==> src/rtl/vending_machine.sv <==
// Coin-accepting vend controller: edge-detects nickel/dime/quarter strobes, accumulates
// credit in 5-cent units and pulses valid for one clock per item. Optional macro: VEND_CARRY_EN.
module vending_machine #(
    parameter int PRICE_CENTS = 100,
    parameter int CREDIT_W    = 8
) (
    input  logic clk,
    input  logic reset_n,
    input  logic nickel,
    input  logic dime,
    input  logic quarter,
    output logic valid
);

    localparam int               PRICE_U = PRICE_CENTS / 5;
    localparam logic [CREDIT_W:0] L_PRICE = PRICE_U[CREDIT_W:0];

    logic                r_prev_n, r_prev_d, r_prev_q;
    logic [CREDIT_W-1:0] r_credit;
    logic                r_valid;

    logic                w_edge_n, w_edge_d, w_edge_q;
    logic [3:0]          w_units;
    logic [CREDIT_W:0]   w_sum;
    logic [CREDIT_W:0]   w_resid;
    logic                w_vend;
    logic [CREDIT_W-1:0] w_credit_nxt;

    assign w_edge_n = nickel  & ~r_prev_n;
    assign w_edge_d = dime    & ~r_prev_d;
    assign w_edge_q = quarter & ~r_prev_q;

    // nickel=1, dime=2, quarter=5 units; simultaneous edges add together (max 8)
    assign w_units = {3'b000, w_edge_n} + {2'b00, w_edge_d, 1'b0} + (w_edge_q ? 4'd5 : 4'd0);
    assign w_sum   = {1'b0, r_credit} + {{(CREDIT_W-3){1'b0}}, w_units};
    assign w_vend  = (w_sum >= L_PRICE);
    assign w_resid = w_sum - L_PRICE;

    always_comb begin
        w_credit_nxt = w_sum[CREDIT_W-1:0];
        if (w_vend) begin
`ifdef VEND_CARRY_EN
            w_credit_nxt = w_resid[CREDIT_W-1:0];
`else
            w_credit_nxt = '0;
`endif
        end
    end

    always_ff @(posedge clk or negedge reset_n) begin
        if (!reset_n) begin
            r_prev_n <= 1'b0;
            r_prev_d <= 1'b0;
            r_prev_q <= 1'b0;
            r_credit <= '0;
            r_valid  <= 1'b0;
        end else begin
            r_prev_n <= nickel;
            r_prev_d <= dime;
            r_prev_q <= quarter;
            r_credit <= w_credit_nxt;
            r_valid  <= w_vend;
        end
    end

    assign valid = r_valid;

`ifndef VEND_CARRY_EN
    // residual only feeds the carry build
    logic w_unused;
    assign w_unused = ^w_resid;
`endif

endmodule

==> config.mk <==
export PLATFORM = sky130hd
export DESIGN_NAME = vending_machine
export DESIGN_NICKNAME = d
export VERILOG_FILES = /design/src/rtl/vending_machine.sv
export SDC_FILE = /design/constraint.sdc
export NUM_CORES = 1
export LEC_CHECK = 0
export CORE_MARGIN = 2
export CORE_UTILIZATION = 35
export CTS_BUF_LIST = sky130_fd_sc_hd__clkbuf_4 sky130_fd_sc_hd__clkbuf_8 sky130_fd_sc_hd__clkbuf_16
export DETAILED_ROUTE_END_ITERATION = 6
export GPL_TIMING_DRIVEN = 1
export HOLD_SLACK_MARGIN = 0.06
export SLEW_MARGIN = 20
export SYNTH_ARGS = -nofsm -noshare
export SYNTH_HDL_FRONTEND = slang
export SYNTH_SLANG_ARGS = --single-unit
==> constraint.sdc <==
create_clock -name clk -period 3.1 [get_ports clk]
set_clock_uncertainty 0.05 [all_clocks]
set_input_delay 0.93 -clock clk [delete_from_list [all_inputs] [get_ports clk]]
set_output_delay 0.93 -clock clk [all_outputs]
set_load 0.03 [all_outputs]
== After elaboration in Yosys (flattened, before gate mapping) ==
Index checks and enable logic that the tools add are counted.
Operators by class
  add/sub/neg operators: 3
  $lt $le $gt $ge: 1
  muxes and demuxes: 2
  bitwise operators: 6
Operators with widths (number)
  8-bit by 4-bit adder with 9-bit output: 1
  9-bit by 5-bit greater-or-equal comparator with 1-bit output, second input constant: 1
  8-bit 2-to-1 mux: 1
  3-bit by 3-bit adder with 4-bit output: 1
  1-bit by 2-bit adder with 3-bit output: 1
  1-bit bitwise AND: 3
  3-bit 2-to-1 mux: 1
  1-bit NOT: 3
Word-level totals
  bits in registers: 12
  input port bits: 5
  output and inout bits: 1
  logic and storage cells: 17

== Logic depth before layout (Yosys ltp) ==
  word-level depth: 7
  depth in mapped cells: 8
  mapped depth without buffers: 8

== Worst setup path before layout ==
OpenSTA, ideal clock, no wires.
  path type: input to register
  start point: input quarter
  end point: register r_valid (netlist: valid)
  setup time: 124 ps
  arrival: 2555 ps
  data required time: 2926 ps
  path slack: 371 ps
  stages: 8
  buffers on the path: 0
  cells stage by stage: nand2b_1 fa_1 fa_1 nor2b_1 nor2b_1 o21ai_1 o221ai_2 or2_1
Between the ends
  cells in the longest elaborated chain, start to end: 5
RTL lines
  start: declaration: line 11  | input logic quarter,
  1-bit bitwise AND: line 31  | assign w_edge_q = quarter & ~r_prev_q;
  3-bit 2-to-1 mux: line 34  | assign w_units = {3'b000, w_edge_n} + {2'b00, w_edge_d, 1'b0} + (w_edge_q ? 4'd5 : 4'd0);
  3-bit by 3-bit adder with 4-bit output: line 34
  8-bit by 4-bit adder with 9-bit output: line 35  | assign w_sum = {1'b0, r_credit} + {{(CREDIT_W-3){1'b0}}, w_units};
  9-bit by 5-bit greater-or-equal comparator with 1-bit output: line 36  | assign w_vend = (w_sum >= L_PRICE);
  named net w_vend: line 26  | logic w_vend;
  end signal: assignment: line 62  | r_valid <= w_vend;
  end: declaration: line 20  | logic r_valid;
The timed path passes the listed nets, and every way through them passes these cells.

== Final worst setup path ==
Ends and elaborated chain as after synthesis.

==> impl_metrics.toml <==
[outcome]
outcome = "complete, no violations"

[floorplanning]
start_util = 0.372
core.rowCount = 15
die_w_um = 46.9
dieArea_um2 = 2200
die_h_um = 46.9
io_pins = 6
core-area_um2 = 1730

[pwr]
power.density_nw_per_um2 = 363
pwr-share-comb = 0.113
power_switching_uw = 63.5
p_clk_frac = 0.312
ir_drop_mv = 0.276
p_int_uw = 223
p_leak_uw = 0.000312
seqPwrFrac = 0.575
swShare = 0.222

[layout]
syn2layout_area_growth_pct = 22.6
fill_cells = 186
fin_cells = 94
utilization = 0.457
final_nets = 80
antenna_cells = 0
drive_gt1_frac = 0.246

[route]
drc = 0
vias = 425
viasPerCell = 4.52
drtIter0Drc = 4
first_pass_iters = 4
wire_per_inst_um = 10.3
antenna_left = 0
drt_wl_total_um = 964

[clock_network]
clockBufferDepth = 2
clk_pin_slew_ps = 60
cts_sinks = 12
numCtsBuffers = 3
htreeDepth = 1
holdBufCountCts = 0
cts_tree = "built"
root_buffer = "clkbuf_4"
clock_latency_ps = 260
cts_setup_buffers = 0

[setup_path]
slowest_stage = "clkdlybuf4s50_1"
crit_type = "in -> reg"
cp-end-kind = "register"
startpoint_type = "input pin"
cp.arrival_ps = 3080
crit_fanout = 4
cp_cell_sequence = "clkdlybuf4s50_1 -> nand2b_1 -> fa_1 -> fa_2 -> nor2b_2 -> nor2b_1 -> o21ai_1 -> o221ai_2 -> or2_1"
required_ps = 3200
cpPeakStageDelay_ps = 480

[sta]
max_freq_mhz = 336
slew_headroom = 0.656
finalCritPeriodShare = 0.961
finalHoldViolCount = 0
slew_violations = 0
tightestPinTransition_ps = 515
hold_ws_ps = 606
setup_viol = 0
min_period_ps = 2980
fin_setup_tns_ps = 0
rsz0062_at_grt = "false"

[place]
portBuffers = 5
finalWeightedCongestion = 0.774
dp_cells = 91
dpl.hpwl_um = 779

[grt]
grt_pass1_wl_um = 1770
grt_max_degree = 13
grt_usage = 0.118
grt_overflow_total = 0
antenna_found_initial = 0
grt-busiest-layer = "met2"
use_met2 = 0.175
grtUsageMet1 = 0.153
grtUsageMet3 = 0.0577
grt_pass1_vias = 428

[job]
maxCapViolCount = 0

[synth]
yosys.area.top_type = "dfrtp_1"
synth_area_um2 = 643
synth-seq-area-share = 0.467
yosysMostFrequentCell = "dfrtp_1"
synth.area.top_cells = "dfrtp_1, fa_1, nand2b_1"
ys_warn_count = 0
synth_top_area_frac = 0.467
async_flop_share = 1.00
ys_types = 27
synthTopCellsByCount = "dfrtp_1, nand2b_1, inv_1, nor3_1"
synth-main-ff-cell = "dfrtp_1"
synthCells = 57
ys_seq_elements = 12
syn_area_per_cell_um2 = 11.3
synth_edf_count = 0

[hold_path]
hold_class = "reg -> reg"
## worst paths after layout
path | from | endpoint | slack [ps] | cells after the start
max | quarter | valid | 120 | 9
min | r_prev_n | r_credit[0] | 610 | 3
max reg2reg | r_prev_q | valid | 830 | 8
min reg2reg | r_prev_n | r_credit[0] | 610 | 3
max in group asynchronous | reset_n | r_credit[2] | 1700 | 1
min in group asynchronous | reset_n | r_prev_q | 960 | 1
## final cells by class
type / instances / area (um^2) / area share
Multi-Input combinational cell: 42 / 347 / 0.440
Timing Repair Buffer: 8 / 72.6 / 0.0921
Sequential cell: 12 / 300 / 0.381
Inverter: 4 / 15.0 / 0.0190
Clock buffer: 3 / 22.5 / 0.0286
Tap cell: 25 / 31.3 / 0.0397
## stage by stage
| step | power (uW) | area (um^2) | setup slack, ps |
|---|---|---|---|
| floorplan | 183 | 651 | 371 |
| global placement | 198 | 747 | -236 |
| detailed placement | 199 | 747 | -262 |
| CTS | 289 | 769 | 1.90 |
| global route | 307 | 788 | 20.3 |
| finish | 286 | 788 | 120 |
## routing by layer
metal	up-vias	part of all wire
met4	0	0.0083
met1	195	0.51
met3	2	0.049
met2	8	0.44
met5	-	0
li1	220	-
## cell usage in the layout (no fill, tap or decap), drive strengths merged
master	count
a211oi	3
nor4	1
a2111oi	1
xor2	2
inv	4
nor3	5
buf	3
conb	3
nor2	3
mux2	1
or2	1
o221ai	1
clkdlybuf4s50	5
dfrtp	12
fa	2
nand3	1
a41oi	1
nand3b	1
clkbuf	3
nor2b	3
o21ai	2
xnor2	1
nand2	3
ha	2
nand2b	5
## critical path: cells and delay by family
kind                     cells  cell delay (ps)
adder cells (fa/ha/maj)      2              820
AND/OR/NAND/NOR              4              570
buffers and inverters        1              480
AO/OA/AOI/OAI                2              280
## power by group through the flow
| stage | Combinational, uW | Sequential, uW | Clock, uW |
|---|---|---|---|
| floorplan | 14.6 | 168 | 0 |
| global placement | 30.7 | 167 | 0 |
| detailed placement | 31.2 | 168 | 0 |
| CTS | 31.3 | 164 | 93.0 |
| global route | 37.1 | 165 | 105 |
| finish | 32.3 | 165 | 89.4 |
## kinds of logic (layout without fill, tap and decap cells)
family	after synthesis	count (layout)	synth area share
simple gates	23	23	0.212
flops	12	12	0.467
other cells	1	3	0.00583
buf+inv	5	15	0.0350
xor+xnor	3	3	0.0409
compound gates	8	8	0.121
fa+ha+maj	4	4	0.101
mux	1	1	0.0175
## state kept, by name, indices dropped and copies added (netlist names)
signal / flops
valid: 1
r_credit: 8
r_prev_n: 1
r_prev_d: 1
r_prev_q: 1
## what timing repair did
action	CTS	global route
endpoints found under the hold margin	0	0
setup endpoints to repair	0	4
resized for setup	0	5
Note: power is estimated with default switching activity, not from simulation.
